--- config.mk ---
export PLATFORM = sky130hd
export DESIGN_NAME = board_pattern_gen_flat
export DESIGN_NICKNAME = d
export VERILOG_FILES = /design/src/rtl/board_pattern_gen_if.sv /design/src/rtl/board_pattern_gen.sv /design/src/flat_wrapper.sv
export SDC_FILE = /design/constraint.sdc
export NUM_CORES = 1
export LEC_CHECK = 0
export CORE_ASPECT_RATIO = 0.5
export CORE_MARGIN = 2
export CORE_UTILIZATION = 46
export CTS_BUF_LIST = sky130_fd_sc_hd__clkbuf_8
export CTS_CLUSTER_DIAMETER = 30
export DETAILED_ROUTE_END_ITERATION = 10
export GPL_TIMING_DRIVEN = 0
export PLACE_DENSITY = 0.63
export SLEW_MARGIN = 10
export SYNTH_ARGS = -nofsm -noshare
export SYNTH_HDL_FRONTEND = slang
export SYNTH_SLANG_ARGS = --single-unit
--- constraint.sdc ---
create_clock -name clk -period 9.89 [get_ports clk]
set_clock_uncertainty 0.15 [all_clocks]
set_input_delay 2.4725 -clock clk [delete_from_list [all_inputs] [get_ports clk]]
set_output_delay 2.4725 -clock clk [all_outputs]
set_load 0.005 [all_outputs]
--- src/rtl/board_pattern_gen_if.sv ---
// Board pattern generator bus.
// Groups the start request and the generated board/status signals.
//   start       requester -> generator  request a new pattern (taken in IDLE only)
//   num_lit     requester -> generator  tiles to light, clamped to NUM_TILES
//   board       generator -> requester  bit i set = tile i lit
//   board_valid generator -> requester  board holds a complete pattern
//   busy        generator -> requester  generation in progress
//   done        generator -> requester  one-cycle completion pulse
interface board_pattern_gen_if #(
    parameter int unsigned NUM_TILES = 16,
    parameter int unsigned IDX_W     = 4
);
    logic                 start;
    logic [IDX_W:0]       num_lit;
    logic [NUM_TILES-1:0] board;
    logic                 board_valid;
    logic                 busy;
    logic                 done;

    modport master (
        output start, num_lit,
        input  board, board_valid, busy, done
    );

    modport slave (
        input  start, num_lit,
        output board, board_valid, busy, done
    );
endinterface

--- src/rtl/board_pattern_gen.sv ---
// Memory Matrix board pattern generator.
// On an accepted start it clears the board and then lights exactly N tiles, one per cycle,
// using a free-running 16-bit LFSR as the tile index source. Collisions are resolved by a
// linear probe upward (wrapping) to the first unlit tile, so every pick lands a new tile.
// Ports:
//   clk    system clock
//   reset  asynchronous active-low reset
//   bus    board_pattern_gen_if slave: start/num_lit in, board/board_valid/busy/done out
module board_pattern_gen #(
    parameter int unsigned NUM_TILES = 16,
    parameter int unsigned IDX_W     = 4,
    parameter logic [15:0] LFSR_SEED = 16'hACE1
) (
    input logic                clk,
    input logic                reset,
    board_pattern_gen_if.slave bus
);

    typedef enum logic [1:0] {StIdle, StClear, StPick, StDone} state_e;

    localparam logic [IDX_W:0] MaxLit = (IDX_W + 1)'(NUM_TILES);

    state_e               state_q;
    logic [15:0]          lfsr_q;
    logic [15:0]          lfsr_d;
    logic [IDX_W:0]       remaining_q;
    logic [NUM_TILES-1:0] board_q;
    logic                 board_valid_q;
    logic                 busy_q;
    logic                 done_q;

    logic [IDX_W-1:0]     idx;
    logic [IDX_W-1:0]     target;
    logic                 found;

    // Fibonacci LFSR, taps 16,14,13,11; a non-zero seed never reaches zero.
    always_comb begin
        lfsr_d = {lfsr_q[14:0], lfsr_q[15] ^ lfsr_q[13] ^ lfsr_q[12] ^ lfsr_q[10]};
    end

    // Fold the raw LFSR index into range, then probe upward for the first free tile.
    // A free tile always exists during PICK because remaining never exceeds free tiles.
    always_comb begin
        int unsigned raw;
        int unsigned base;
        raw    = int'(lfsr_q[IDX_W-1:0]);
        base   = (raw >= NUM_TILES) ? raw - NUM_TILES : raw;
        idx    = IDX_W'(base);
        target = '0;
        found  = 1'b0;
        for (int unsigned off = 0; off < NUM_TILES; off++) begin
            int unsigned      pos;
            logic [IDX_W-1:0] pos_w;
            pos = base + off;
            if (pos >= NUM_TILES) begin
                pos = pos - NUM_TILES;
            end
            pos_w = IDX_W'(pos);
            if (!found && !board_q[pos_w]) begin
                found  = 1'b1;
                target = pos_w;
            end
        end
    end

    always_ff @(posedge clk or negedge reset) begin
        if (!reset) begin
            state_q       <= StIdle;
            lfsr_q        <= LFSR_SEED;
            remaining_q   <= '0;
            board_q       <= '0;
            board_valid_q <= 1'b0;
            busy_q        <= 1'b0;
            done_q        <= 1'b0;
        end else begin
            // Shifting in every state lets start timing contribute entropy.
            lfsr_q <= lfsr_d;
            unique case (state_q)
                StIdle: begin
                    done_q <= 1'b0;
                    if (bus.start) begin
                        remaining_q   <= (bus.num_lit > MaxLit) ? MaxLit : bus.num_lit;
                        busy_q        <= 1'b1;
                        board_valid_q <= 1'b0;
                        state_q       <= StClear;
                    end
                end
                StClear: begin
                    board_q <= '0;
                    state_q <= (remaining_q == '0) ? StDone : StPick;
                end
                StPick: begin
                    board_q[target] <= 1'b1;
                    remaining_q     <= remaining_q - 1'b1;
                    if (remaining_q == (IDX_W + 1)'(1)) begin
                        state_q <= StDone;
                    end
                end
                StDone: begin
                    done_q        <= 1'b1;
                    busy_q        <= 1'b0;
                    board_valid_q <= 1'b1;
                    state_q       <= StIdle;
                end
                default: begin
                    state_q <= StIdle;
                end
            endcase
        end
    end

    assign bus.board       = board_q;
    assign bus.board_valid = board_valid_q;
    assign bus.busy        = busy_q;
    assign bus.done        = done_q;

    // idx is kept as a named signal for debug visibility.
    logic unused_idx;
    assign unused_idx = ^idx;

endmodule

--- src/flat_wrapper.sv ---
// flat-port wrapper written by rule: the top's interface ports become plain ports
module board_pattern_gen_flat 
#(
    parameter int unsigned NUM_TILES = 16,
    parameter int unsigned IDX_W     = 4,
    parameter logic [15:0] LFSR_SEED = 16'hACE1
)
  (clk, reset, bus_start, bus_num_lit, bus_board, bus_board_valid, bus_busy, bus_done);
  board_pattern_gen_if #(.NUM_TILES(NUM_TILES), .IDX_W(IDX_W)) bus_i ();
  input logic clk;
  input logic reset;
  input wire logic [$bits(bus_i.start)-1:0] bus_start;
  input wire logic [$bits(bus_i.num_lit)-1:0] bus_num_lit;
  output wire logic [$bits(bus_i.board)-1:0] bus_board;
  output wire logic [$bits(bus_i.board_valid)-1:0] bus_board_valid;
  output wire logic [$bits(bus_i.busy)-1:0] bus_busy;
  output wire logic [$bits(bus_i.done)-1:0] bus_done;
  assign bus_i.start = bus_start;
  assign bus_i.num_lit = bus_num_lit;
  assign bus_board = bus_i.board;
  assign bus_board_valid = bus_i.board_valid;
  assign bus_busy = bus_i.busy;
  assign bus_done = bus_i.done;
  board_pattern_gen #(.NUM_TILES(NUM_TILES), .IDX_W(IDX_W), .LFSR_SEED(LFSR_SEED)) u_core (.clk(clk), .reset(reset), .bus(bus_i));
endmodule
==> impl_metrics.sql <==
INSERT INTO impl_metrics (metric_group, metric, value, unit) VALUES
('synthesis', 'async_flop_share', '1.000', ''),
('clock_network', 'worst_skew_pair.late_latency', '0.29', 'ns'),
('clock_network', 'root_buffer', 'sky130_fd_sc_hd__clkbuf_8', ''),
('routing', 'drt_pass1_iterations', '6', ''),
('clock_network', 'ctsHoldBuffers', '0', ''),
('placed_design', 'pre_cts_ws', '4.027', 'ns'),
('sta', 'post_layout_worst_setup_margin', '3.865', 'ns'),
('global_route', 'first_global_vias', '3797', ''),
('synthesis', 'synth_top_area_share', '0.1837', ''),
('routing', 'route.met2.wl', '5.871', 'mm'),
('status', 'status', 'completed', ''),
('worst_setup_path', 'timing.critical_path.from_type', 'register', ''),
('sta', 'tightest_slew', '0.9530', 'ns'),
('power', 'power_density', '109.7', 'mW/mm²'),
('clock_network', 'postCtsSetupRepairBufs', '0', ''),
('synthesis', 'synth_seq_cells', '42', ''),
('placed_design', 'port_buffers', '26', ''),
('placed_design', 'hpwl', '10.27', 'mm'),
('routing', 'detailroute.via_count', '4132', ''),
('global_route', 'grt_first_pass_wirelength', '21.24', 'mm'),
('synthesis', 'ys_types', '82', ''),
('clock_network', 'path_clk_slew', '0.08', 'ns'),
('synthesis', 'synthesis.instances', '469', ''),
('synthesis', 'synthTopCellsByArea', 'sky130_fd_sc_hd__dfrtp_1 18%, sky130_fd_sc_hd__mux4_2 14%, sky130_fd_sc_hd__mux2i_1 6.5%', ''),
('clock_network', 'cts.path.max_buffers', '2', ''),
('sta', 'setup_tns', '0', 'ns'),
('placed_design', 'placed_cells_incl_taps', '631', ''),
('synthesis', 'avgSynthCellArea', '9.876', 'µm²'),
('routing', 'routed-wl-met3', '1.196', 'mm'),
('run', 'max_capacitance_violation_total', '0', ''),
('routing', 'detail_route.wl_per_cell', '21.09', 'µm'),
('global_route', 'grt.total_usage', '0.2504', ''),
('clock_network', 'cts_tree', 'built', ''),
('worst_setup_path', 'criticalPathCategory', 'register to register', ''),
('clock_network', 'postCtsResizedCells', '0', ''),
('clock_network', 'clock_tree.htree_level_count', '2', ''),
('floorplanning', 'die_w', '145.9', 'µm'),
('floorplanning', 'fp-row-count', '25', ''),
('synthesis', 'post_synth_design_cell_area', '0.004632', 'mm²'),
('synthesis', 'yosys_warnings', '0', ''),
('power', 'post-layout-total-power', '567.3', 'µW'),
('global_route', 'grt_max_degree', '24', ''),
('synthesis', 'synth_enable_flop_cells', '0', ''),
('worst_setup_path', 'critPathRequiredTime', '9.93', 'ns'),
('sta', 'grt_setup_unrepaired', 'no', ''),
('global_route', 'grt_remaining_overflow', '0', ''),
('finish', 'footprint_of_the_multi_input_gates', '0.003314', 'mm²'),
('synthesis', 'synth_largest_area_cell', 'sky130_fd_sc_hd__dfrtp_1', ''),
('synthesis', 'postSynthNetCount', '490', ''),
('finish', 'drive_gt1_frac', '0.2183', ''),
('synthesis', 'synth_sequential_area_ratio', '0.2291', ''),
('finish', 'finish.cell_count_without_fillers', '639', ''),
('sta', 'fin_crit_sh', '0.6092', ''),
('finish', 'register_area', '0.001061', 'mm²'),
('synthesis', 'synth_ff_type', 'sky130_fd_sc_hd__dfrtp_1', ''),
('finish', 'nets', '524', ''),
('finish', 'antenna_cells_inserted', '0', ''),
('routing', 'detail_route.wirelength.met1', '6.156', 'mm'),
('sta', 'final.min_clock_period', '6.025', 'ns'),
('sta', 'hold_viol', '0', ''),
('worst_setup_path', 'critPathCaptureType', 'register', ''),
('floorplanning', 'fp.dieArea', '0.01094', 'mm²'),
('worst_setup_path', 'critical_path_peak_fanout', '10', ''),
('sta', 'finalMaxSlewViolations', '0', ''),
('finish', 'final_cell_area', '0.005170', 'mm²'),
('sta', 'maxSlewHeadroom', '0.3604', ''),
('worst_setup_path', 'worstPathArrival', '6.07', 'ns'),
('clock_network', 'tritoncts.num_buffers', '5', ''),
('finish', 'n_fill_cell', '868', ''),
('floorplanning', 'ioPinCount', '27', ''),
('placed_design', 'place_congestion', '0.9376', '');
==> critical path: stages, from the launching register on <==
cell and delay, ns:
sky130_fd_sc_hd__dfrtp_1 0.46, sky130_fd_sc_hd__buf_2 0.27, sky130_fd_sc_hd__buf_6 0.19, sky130_fd_sc_hd__clkbuf_1 0.45, sky130_fd_sc_hd__inv_1 0.31, sky130_fd_sc_hd__ha_1 0.34, sky130_fd_sc_hd__clkbuf_4 0.19, sky130_fd_sc_hd__mux4_2 0.43
sky130_fd_sc_hd__mux2i_1 0.19, sky130_fd_sc_hd__mux2i_1 0.77, sky130_fd_sc_hd__nand2_1 0.22, sky130_fd_sc_hd__nor4_2 0.56, sky130_fd_sc_hd__o311ai_0 0.34, sky130_fd_sc_hd__a22oi_1 0.50, sky130_fd_sc_hd__nand3_1 0.26, sky130_fd_sc_hd__o31ai_1 0.29
==> Yosys cell counts, types with 6 or more instances <==
| master | n |
|---|---|
| sky130_fd_sc_hd__mux2_2 | 21 |
| sky130_fd_sc_hd__a31oi_1 | 7 |
| sky130_fd_sc_hd__mux2i_1 | 30 |
| sky130_fd_sc_hd__o31ai_1 | 8 |
| sky130_fd_sc_hd__inv_1 | 18 |
| sky130_fd_sc_hd__xnor2_1 | 6 |
| sky130_fd_sc_hd__and2_1 | 6 |
| sky130_fd_sc_hd__a22oi_1 | 6 |
| sky130_fd_sc_hd__mux4_2 | 29 |
| sky130_fd_sc_hd__dfstp_2 | 8 |
| sky130_fd_sc_hd__dfrtp_1 | 34 |
| sky130_fd_sc_hd__o41ai_1 | 7 |
| sky130_fd_sc_hd__nor3_1 | 14 |
| sky130_fd_sc_hd__nor2_1 | 32 |
| sky130_fd_sc_hd__clkbuf_1 | 8 |
| sky130_fd_sc_hd__a21oi_1 | 25 |
| sky130_fd_sc_hd__a211oi_1 | 7 |
| sky130_fd_sc_hd__nand3_1 | 11 |
| sky130_fd_sc_hd__nand2_1 | 45 |
| sky130_fd_sc_hd__o21ai_0 | 18 |
| sky130_fd_sc_hd__ha_1 | 13 |
==> layout make-up <==
cell class | instances | area share
Multi-Input combinational cell | 381 | 0.6411
Sequential cell | 42 | 0.2052
Tap cell | 135 | 0.03267
Clock inverter | 3 | 0.003388
Inverter | 22 | 0.01597
Clock buffer | 5 | 0.01331
Timing Repair Buffer | 27 | 0.05470
Buffer | 24 | 0.03364
==> where the power goes <==
group	internal (µW)	leakage [µW]	switching, µW
Clock	48.8	0.0000493	58.1
Sequential	196	0.000537	26.7
Combinational	93.7	0.00129	144
==> layer usage <==
layer / global-route usage / vias up
met3: 0.04545 / 28
li1: - / 1912
met4: 0.05882 / 0
met1: 0.3571 / 1989
met2: 0.4046 / 203
met5: 0 / -
==> final timing paths <==
check / slack (ns) / start / cells after the start / to
worst max-delay path: 3.87 / u_core.lfsr_q[1] / 15 / u_core.bus.board[4]
worst min-delay path: 0.20 / u_core.lfsr_q[9] / 0 / u_core.lfsr_q[10]
worst max register to register: 3.87 / u_core.lfsr_q[1] / 15 / u_core.bus.board[4]
worst min register to register: 0.20 / u_core.lfsr_q[9] / 0 / u_core.lfsr_q[10]
max in group asynchronous: 7.06 / reset / 2 / u_core.lfsr_q[11]
min in group asynchronous: 1.98 / reset / 1 / u_core.lfsr_q[4]
==> stage by stage <==
| stage | utilization | hold slack, ns |
|---|---|---|
| floorplan | - | 0.1812 |
| CTS | 0.5384 | 0.2072 |
| global route | 0.5384 | 0.2143 |
| detailed placement | 0.5294 | 0.1867 |
| global placement | 0.5270 | 0.1844 |
| finish | 0.5384 | 0.2041 |
==> cell families after synthesis <==
| logic type | count (synthesis) | share of synthesized area |
|---|---|---|
| xor gates and xnor gates | 14 | 0.03458 |
| and+or+nand+nor | 136 | 0.1451 |
| DFF | 42 | 0.2291 |
| buffers and inverters | 46 | 0.05537 |
| muxes | 85 | 0.2790 |
| AOI/OAI and AO/OA | 133 | 0.2218 |
| adders and majority gates | 13 | 0.03512 |
==> registers in the layout, summed over array words and instances (netlist names) <==
| register | flops |
|---|---|
| u_core.lfsr_q | 16 |
| u_core.bus.board | 16 |
| u_core.bus.busy | 1 |
| u_core.bus.done | 1 |
| u_core.bus.board_valid | 1 |
| u_core.remaining_q | 5 |
| u_core.state_q | 2 |
==> cells in the final DEF, fill, tap and decap left out, types with 5 or more instances in the layout <==
cell and count:
sky130_fd_sc_hd__xnor2_1 6, sky130_fd_sc_hd__inv_1 19, sky130_fd_sc_hd__clkdlybuf4s50_1 25, sky130_fd_sc_hd__ha_1 13, sky130_fd_sc_hd__buf_4 5, sky130_fd_sc_hd__a21oi_1 25
sky130_fd_sc_hd__mux2_2 21, sky130_fd_sc_hd__nor2b_1 5, sky130_fd_sc_hd__and2_1 6, sky130_fd_sc_hd__nor3_1 14, sky130_fd_sc_hd__mux2i_1 30, sky130_fd_sc_hd__buf_2 6
sky130_fd_sc_hd__dfrtp_1 34, sky130_fd_sc_hd__clkbuf_8 5, sky130_fd_sc_hd__nor2_1 32, sky130_fd_sc_hd__dfstp_2 8, sky130_fd_sc_hd__mux4_2 29, sky130_fd_sc_hd__o31ai_1 8
sky130_fd_sc_hd__o21ai_0 18, sky130_fd_sc_hd__clkbuf_1 8, sky130_fd_sc_hd__a31oi_1 7, sky130_fd_sc_hd__nand3_1 11, sky130_fd_sc_hd__a22oi_1 6, sky130_fd_sc_hd__nand2_1 45
sky130_fd_sc_hd__a211oi_1 7, sky130_fd_sc_hd__o41ai_1 7
Note: power is estimated with default switching activity, not from simulation.
